## src/rtl/sensor_pio_pkg.sv

```systemverilog
// Shared definitions for the sensor PIO interrupt master: PIO register
// offsets, service FSM states and the queued event layout.
package sensor_pio_pkg;

    localparam logic [1:0] PIO_DATA = 2'd0;
    localparam logic [1:0] PIO_MASK = 2'd2;
    localparam logic [1:0] PIO_EDGE = 2'd3;

    typedef enum logic [2:0] {
        ST_INIT,
        ST_IDLE,
        ST_RD_CAP,
        ST_RD_LVL,
        ST_SMP_LVL,
        ST_CLR,
        ST_SETTLE
    } sensor_state_t;

    typedef struct packed {
        logic [1:0] capture;
        logic [1:0] level;
    } sensor_evt_t;

endpackage

```

## src/rtl/sensor_evt_fifo.sv

```systemverilog
// Synchronous event FIFO; pointers carry one extra wrap bit so full and
// empty are told apart without a separate counter.
module sensor_evt_fifo
    import sensor_pio_pkg::*;
#(
    parameter int DEPTH = 4
) (
    input  logic        clk,
    input  logic        reset_n,
    input  logic        push,
    input  logic        pop,
    input  sensor_evt_t wr_data,
    output sensor_evt_t rd_data,
    output logic        full,
    output logic        empty
);

    localparam int AW = $clog2(DEPTH);

    logic [AW:0] wr_ptr;
    logic [AW:0] rd_ptr;
    logic        do_push;
    logic        do_pop;
    sensor_evt_t mem [DEPTH];

    assign empty   = (wr_ptr == rd_ptr);
    assign full    = (wr_ptr[AW] != rd_ptr[AW]) && (wr_ptr[AW-1:0] == rd_ptr[AW-1:0]);
    assign do_pop  = pop && !empty;
    // A pop in the same cycle frees the slot, so a push into a full FIFO still lands.
    assign do_push = push && (!full || do_pop);
    assign rd_data = mem[rd_ptr[AW-1:0]];

    always_ff @(posedge clk or negedge reset_n) begin
        if (!reset_n) begin
            wr_ptr <= '0;
            rd_ptr <= '0;
        end else begin
            if (do_push) wr_ptr <= wr_ptr + 1'b1;
            if (do_pop)  rd_ptr <= rd_ptr + 1'b1;
        end
    end

    // NOTE: storage is deliberately not reset; the pointers alone decide which entries are valid.
    always_ff @(posedge clk) begin
        if (do_push) mem[wr_ptr[AW-1:0]] <= wr_data;
    end

endmodule

```

## src/rtl/soc_system_sensor_irq_master.sv

```systemverilog
// Avalon-MM initiator that arms the sensor PIO, services its edge interrupt,
// clears exactly the captured bits and queues {capture, level} events.
module soc_system_sensor_irq_master
    import sensor_pio_pkg::*;
#(
    parameter logic [1:0] IRQ_MASK   = 2'b11,
    parameter int         FIFO_DEPTH = 4,
    parameter int         DROP_W     = 8
) (
    input  logic              clk,
    input  logic              reset_n,
    input  logic              irq,
    output logic [1:0]        avm_address,
    output logic              avm_chipselect,
    output logic              avm_write_n,
    output logic [31:0]       avm_writedata,
    input  logic [31:0]       avm_readdata,
    output logic              evt_valid,
    input  logic              evt_ready,
    output logic [1:0]        evt_capture,
    output logic [1:0]        evt_level,
    output logic [DROP_W-1:0] drop_count,
    output logic              busy
);

    sensor_state_t state;
    logic [1:0]    cap;
    logic [1:0]    lvl;
    logic          fifo_push;
    logic          fifo_pop;
    logic          fifo_full;
    logic          fifo_empty;
    sensor_evt_t   new_evt;
    sensor_evt_t   head;
    logic          unused_readdata_bits;

    assign unused_readdata_bits = ^avm_readdata[31:2];

    assign new_evt     = '{capture: cap, level: lvl};
    assign fifo_push   = (state == ST_CLR);
    assign evt_valid   = !fifo_empty;
    assign fifo_pop    = evt_valid && evt_ready;
    assign evt_capture = fifo_empty ? 2'b00 : head.capture;
    assign evt_level   = fifo_empty ? 2'b00 : head.level;

    sensor_evt_fifo #(
        .DEPTH (FIFO_DEPTH)
    ) u_fifo (
        .clk     (clk),
        .reset_n (reset_n),
        .push    (fifo_push),
        .pop     (fifo_pop),
        .wr_data (new_evt),
        .rd_data (head),
        .full    (fifo_full),
        .empty   (fifo_empty)
    );

    // NOTE: bus outputs are assigned for the state being entered, so they come straight off flops.
    always_ff @(posedge clk or negedge reset_n) begin
        if (!reset_n) begin
            state          <= ST_INIT;
            cap            <= '0;
            lvl            <= '0;
            avm_address    <= PIO_DATA;
            avm_chipselect <= 1'b0;
            avm_write_n    <= 1'b1;
            avm_writedata  <= '0;
            busy           <= 1'b0;
        end else begin
            avm_address    <= PIO_DATA;
            avm_chipselect <= 1'b0;
            avm_write_n    <= 1'b1;
            avm_writedata  <= '0;
            busy           <= 1'b1;
            case (state)
                ST_INIT: begin
                    // Chipselect still low means the mask write has not been issued yet.
                    if (!avm_chipselect) begin
                        avm_address    <= PIO_MASK;
                        avm_chipselect <= 1'b1;
                        avm_write_n    <= 1'b0;
                        avm_writedata  <= {30'b0, IRQ_MASK};
                    end else begin
                        state <= ST_IDLE;
                        busy  <= 1'b0;
                    end
                end
                ST_IDLE: begin
                    if (irq) begin
                        state          <= ST_RD_CAP;
                        avm_address    <= PIO_EDGE;
                        avm_chipselect <= 1'b1;
                    end else begin
                        busy <= 1'b0;
                    end
                end
                ST_RD_CAP: begin
                    state          <= ST_RD_LVL;
                    avm_address    <= PIO_DATA;
                    avm_chipselect <= 1'b1;
                end
                ST_RD_LVL: begin
                    cap   <= avm_readdata[1:0];
                    state <= ST_SMP_LVL;
                end
                ST_SMP_LVL: begin
                    lvl <= avm_readdata[1:0];
                    if (cap == 2'b00) begin
                        state <= ST_SETTLE;
                    end else begin
                        state          <= ST_CLR;
                        avm_address    <= PIO_EDGE;
                        avm_chipselect <= 1'b1;
                        avm_write_n    <= 1'b0;
                        avm_writedata  <= {30'b0, cap};
                    end
                end
                ST_CLR: begin
                    state <= ST_SETTLE;
                end
                ST_SETTLE: begin
                    state <= ST_IDLE;
                    busy  <= 1'b0;
                end
                default: begin
                    state <= ST_INIT;
                end
            endcase
        end
    end

    always_ff @(posedge clk or negedge reset_n) begin
        if (!reset_n) begin
            drop_count <= '0;
        end else if (fifo_push && fifo_full && !fifo_pop && (drop_count != {DROP_W{1'b1}})) begin
            drop_count <= drop_count + DROP_W'(1);
        end
    end

endmodule
```

## config.mk

```make
export PLATFORM = sky130hd
export DESIGN_NAME = soc_system_sensor_irq_master
export DESIGN_NICKNAME = d
export VERILOG_FILES = /design/src/rtl/sensor_pio_pkg.sv /design/src/rtl/sensor_evt_fifo.sv /design/src/rtl/soc_system_sensor_irq_master.sv
export SDC_FILE = /design/constraint.sdc
export NUM_CORES = 1
export LEC_CHECK = 0
export BUFFER_PORTS_ARGS = -buffer_cell sky130_fd_sc_hd__buf_2
export CAP_MARGIN = 10
export CORE_MARGIN = 2
export CORE_UTILIZATION = 26
export DETAILED_ROUTE_END_ITERATION = 6
export HOLD_SLACK_MARGIN = 0.06
export PLACE_DENSITY = 0.54
export SYNTH_ARGS = -nofsm -noshare
export SYNTH_HDL_FRONTEND = slang
export SYNTH_SLANG_ARGS = --single-unit
```

## constraint.sdc

```tcl
create_clock -name clk -period 2.5 [get_ports clk]
set_input_delay 0.5 -clock clk [delete_from_list [all_inputs] [get_ports clk]]
set_output_delay 0.5 -clock clk [all_outputs]
set_load 0.01 [all_outputs]
```

==> impl_metrics.yaml, run 1 <==
floorplan:
  io_pins: 86
  dieWidth_um: 97.1
  core_area_um2: 8300
  rows: 33
  die_h_um: 97.1
  die_area_um2: 9420
  initial_core_util: 0.271
timing:
  clock_skew_ps: 9.33
  slew_headroom: 0.583
  tns_ps: 0
  period_minus_slack_ps: 2330
  max_freq_mhz: 428
  hold_viol_final: 0
  slew_violations: 0
  worst_pin_slew_ps: 625
  rsz0062_at_grt: "false"
  setup_viol: 0
  fin_hold_ws_ps: 204
  fin_crit_sh: 0.933
min_path:
  hp-class: "in2async"
logic_synthesis:
  synth_adder_area_share: 0.0333
  synth_compound_area_frac: 0.0472
  yosysWarnings: 0
  synth_top_family_by_area: "buffers and inverters"
  synth_xor_area_frac: 0.0606
  async_flop_share: 0.636
  synth_area_per_cell_um2: 12.6
  synth.area.mux_share: 0.0844
  netlist_area_um2: 2250
  synth_cells: 179
  ys_ff_latch: 44
  synth_cell_types: 42
  yosys_most_used_dff: "dfrtp_1"
  yosys.area_share.simple: 0.123
  synth-edff-count: 16
  ys_seq_area_frac: 0.525
critical_path:
  required_ps: 2000
  cp-start-kind: "flop"
  cp_data_arrival_time_ps: 1830
  critPathKind: "reg2out"
  crit_path_end_kind: "output port"
  cp_max_fo: 7
cts:
  cts_setup_buffers: 0
  clockRootBuffer: "clkbuf_8"
  cts.repair.resized: 0
  holdBufCountCts: 0
  cts_tree: "built"
  htreeDepth: 2
  clk_pin_slew_worst_paths_ps: 90
  clock_path_buffers: 2
  insertion_delay_ps: 300
  cts-buffers-inserted: 5
  cts_sinks: 44
route:
  drt-total-wl_um: 3700
  ant_nets: 0
  routedWlPerCell_um: 11.8
  drtIter0Drc: 38
  vias_per_cell: 4.08
  vias: 1274
  drtPass1Iterations: 4
  drc: 0
layout:
  final_common_cell: "conb_1"
  nets: 248
  num_antenna_cells: 0
  area_growth_syn_to_layout_pct: 9.00
  drive_gt1_frac: 0.246
  final_cell_mix: "conb_1 (30), dfrtp_1 (27), buf_2 (25), edfxtp_1 (16), nand2_1 (8)"
  final_util: 0.296
  stdcell_count: 312
placed_design:
  io_buffers: 25
  dp_cells: 304
  gp_congestion: 0.734
  dp_hpwl_um: 2730
pwr:
  power.leakage_nw: 1.09
  peakVddDrop_uv: 287
  power.total_mw: 2.56
  power.density_nw_per_um2: 1040
global_routing:
  grt_pass1_wl_um: 6030
  grt_pass1_vias: 1255
  grt_max_degree: 29
  grt_overflow_total: 0
  antenna_found_initial: 0
  grtUsageTotal: 0.0791
run_status:
  status: "finished, final reports clean"
run:
  cap_violations: 0
area by class of cell:
type | count | area (um^2)
clock buffers | 5 | 68.8
repair buffers | 26 | 133
fillers | 860 | 5840
clock inverters | 3 | 18.8
multi-input cells | 123 | 898
flip-flops and latches | 44 | 1180
inverters | 6 | 22.5
well taps | 105 | 131
cells by family after synthesis:
logic type      after synthesis
simple gates                 45
flops                        44
buf+inv                      41
compound gates               17
xor+xnor                     13
mux                          12
fa+ha+maj                     6
other cells                   1
synthesized netlist by cell type (2+ instances only):
cell / count / area share
xnor2_1: 3 / 0.012
xor2_1: 7 / 0.027
buf_4: 31 / 0.10
nand3_1: 6 / 0.013
mux2_2: 6 / 0.030
edfxtp_1: 16 / 0.21
ha_1: 6 / 0.033
nor2_1: 4 / 0.0067
o21ai_0: 5 / 0.011
mux4_1: 3 / 0.035
nand2_1: 8 / 0.013
xnor2_2: 2 / 0.014
and2_1: 7 / 0.019
inv_1: 6 / 0.010
dfrtp_1: 27 / 0.30
a211oi_1: 2 / 0.0067
a21oi_1: 7 / 0.016
buf_2: 2 / 0.0044
nor3_1: 7 / 0.016
nand3b_1: 2 / 0.0067
registers in the layout, summed over array words and instances (netlist names):
signal and cells:
u_fifo.mem 16, avm_write_n 1, avm_chipselect 1, u_fifo.rd_ptr 3
avm_address 2, cap 2, state 3, drop_count 8
lvl 2, u_fifo.wr_ptr 3, busy 1, avm_writedata 2
through the flow:
step	setup slack (ps)	area (um^2)
floorplan	776	2360
global placement	471	2370
detailed placement	456	2370
CTS	112	2450
global route	77.8	2450
finish	166	2450
critical path, cell delays in order, from the launching register on:
cell and delay (ps):
dfrtp_1 600, mux4_1 620, and2_1 170, buf_2 130
final timing paths:
kind                       slack [ps]  cells past startpoint                          from                   endpoint
max in group asynchronous        1880                      1                       reset_n       state[1]$_DFFE_PN0P_
hold reg to reg                   500                      1     drop_count[5]$_DFFE_PN0P_  drop_count[5]$_DFFE_PN0P_
min in group clk                  450                      2               avm_readdata[0]         cap[0]$_DFFE_PN0N_
setup / recovery                  170                      3  u_fifo.rd_ptr[0]$_DFFE_PN0P_             evt_capture[1]
setup reg to reg                  730                      4  u_fifo.rd_ptr[0]$_DFFE_PN0P_  drop_count[7]$_DFFE_PN0P_
hold / removal                    200                      1                       reset_n  drop_count[7]$_DFFE_PN0P_
per-layer routing:
| layer | share of wire | GRT usage |
|---|---|---|
| met5 | 0 | 0 |
| met4 | 0.018 | 0.0293 |
| met3 | 0.048 | 0.0259 |
| met1 | 0.45 | 0.0966 |
| met2 | 0.49 | 0.130 |
power breakdown:
group / switching [mW] / internal, mW / total, mW
logic: 0.478 / 0.437 / 0.915
registers: 0.233 / 0.976 / 1.21
clock network: 0.242 / 0.193 / 0.434
total: 0.953 / 1.61 / 2.56
No activity file was read; power rests on OpenSTA's default activity.
==> run 2, diff against run 1 <==
==> constraint.sdc (replaced) <==
create_clock -name clk -period 2.78 [get_ports clk]
set_input_delay 0.556 -clock clk [delete_from_list [all_inputs] [get_ports clk]]
set_output_delay 0.556 -clock clk [all_outputs]
set_load 0.01 [all_outputs]
==> impl_metrics.yaml, run 2 (synthesis gave the netlist of run 1 again) <==
run_status:
  status: "finished, final reports clean"
min_path:
  hp-class: "in2async"
global_routing:
  met3_usage: 0.0302
  grt_pass1_vias: 1222
  grtUsageTotal: 0.0821
  grt_overflow_total: 0
  top_usage_layer: "met2"
  antenna_found_initial: 0
  grtUsageMet1: 0.111
  grt_pass1_wl_um: 6190
  grt_max_degree: 29
  grt_util_met2: 0.123
cts:
  htreeDepth: 2
  cts_tree: "built"
  cts_setup_buffers: 0
  holdBufCountCts: 0
  insertion_delay_ps: 300
  cts.repair.resized: 0
  cts_sinks: 44
  clock_path_buffers: 2
  cts-buffers-inserted: 5
  clockRootBuffer: "clkbuf_8"
  clk_pin_slew_worst_paths_ps: 90
timing:
  slew_violations: 0
  rsz0062_at_grt: "false"
  clock_skew_ps: 10.7
  fin_crit_sh: 0.857
  tns_ps: 0
  slew_headroom: 0.579
  setup_viol: 0
  worst_pin_slew_ps: 631
  max_freq_mhz: 420
  hold_viol_final: 0
  period_minus_slack_ps: 2380
placed_design:
  gp_congestion: 0.737
  io_buffers: 25
  dp_hpwl_um: 2680
layout:
  largest_reg_flops: 16
  nets: 247
  num_antenna_cells: 0
  final_cell_mix: "conb_1 (30), dfrtp_1 (27), buf_2 (25), edfxtp_1 (16), nand2_1 (8)"
  drive_gt1_frac: 0.248
  final_common_cell: "conb_1"
  area_growth_syn_to_layout_pct: 9.44
  final_util: 0.297
route:
  drtIter0Drc: 31
  routedWlPerCell_um: 11.7
  vias: 1276
  drc: 0
  drt-total-wl_um: 3640
  drtPass1Iterations: 4
  ant_nets: 0
  vias_per_cell: 4.10
pwr:
  power.leakage_nw: 1.10
  power.density_nw_per_um2: 949
  power.total_mw: 2.34
  peakVddDrop_uv: 447
critical_path:
  r2r_end: "drop_count[7]$_DFFE_PN0P_"
  crit_path_end_kind: "output port"
  critPathKind: "reg2out"
  r2r-start: "state[1]$_DFFE_PN0P_"
  required_ps: 2220
  cp-start-kind: "flop"
  cp_max_fo: 7
  r2r_cells: 4
  r2r_setup_slack_ps: 980
  cp_data_arrival_time_ps: 1830
floorplan:
  rows: 33
  die_area_um2: 9420
  dieWidth_um: 97.1
  core_area_um2: 8300
  initial_core_util: 0.271
  io_pins: 86
  die_h_um: 97.1
run:
  cap_violations: 0
run 2: per-layer routing:
metal / part of all wire / up-vias
met3: 0.056 / 5
li1: - / 618
met5: 0 / -
met2: 0.47 / 34
met4: 0.011 / 0
met1: 0.46 / 619
run 2: layout make-up:
type,instances,area (um^2)
clock buffers,6,93.8
clock inverters,2,11.3
fillers,859,5830
inverters,6,22.5
multi-input cells,123,898
flip-flops and latches,44,1180
well taps,105,131
repair buffers,25,125
run 2: where the power goes:
group          switching (mW)  internal [mW]
clock network           0.214          0.230
registers               0.237          0.877
logic                   0.398          0.383
run 2: worst max-delay path, stage by stage, from the launching register on:
cell and delay, ps:
dfrtp_1 610, mux4_1 620, and2_1 170, buf_2 130
run 2: worst max path at each step:
stage,start,end,slack (ps),depth (start not counted)
2_1_floorplan,u_fifo.rd_ptr[0]$_DFFE_PN0P_,evt_capture[0],1000,4
3_3_place_gp,u_fifo.rd_ptr[0]$_DFFE_PN0P_,evt_level[0],690,4
3_5_place_dp,u_fifo.rd_ptr[0]$_DFFE_PN0P_,evt_capture[1],680,3
4_1_cts,u_fifo.rd_ptr[0]$_DFFE_PN0P_,evt_capture[1],340,3
5_1_grt,u_fifo.rd_ptr[0]$_DFFE_PN0P_,evt_level[0],300,4
6_report,u_fifo.rd_ptr[0]$_DFFE_PN0P_,evt_capture[1],400,3
run 2: stage by stage:
step	hold WS [ps]	worst slack (ps)	cells	cell area [um^2]
6_report	270	398	311	2460
5_1_grt	307	303	311	2460
4_1_cts	282	345	311	2460
3_5_place_dp	492	680	303	2360
3_3_place_gp	492	688	303	2360
2_1_floorplan	260	1000	208	2360
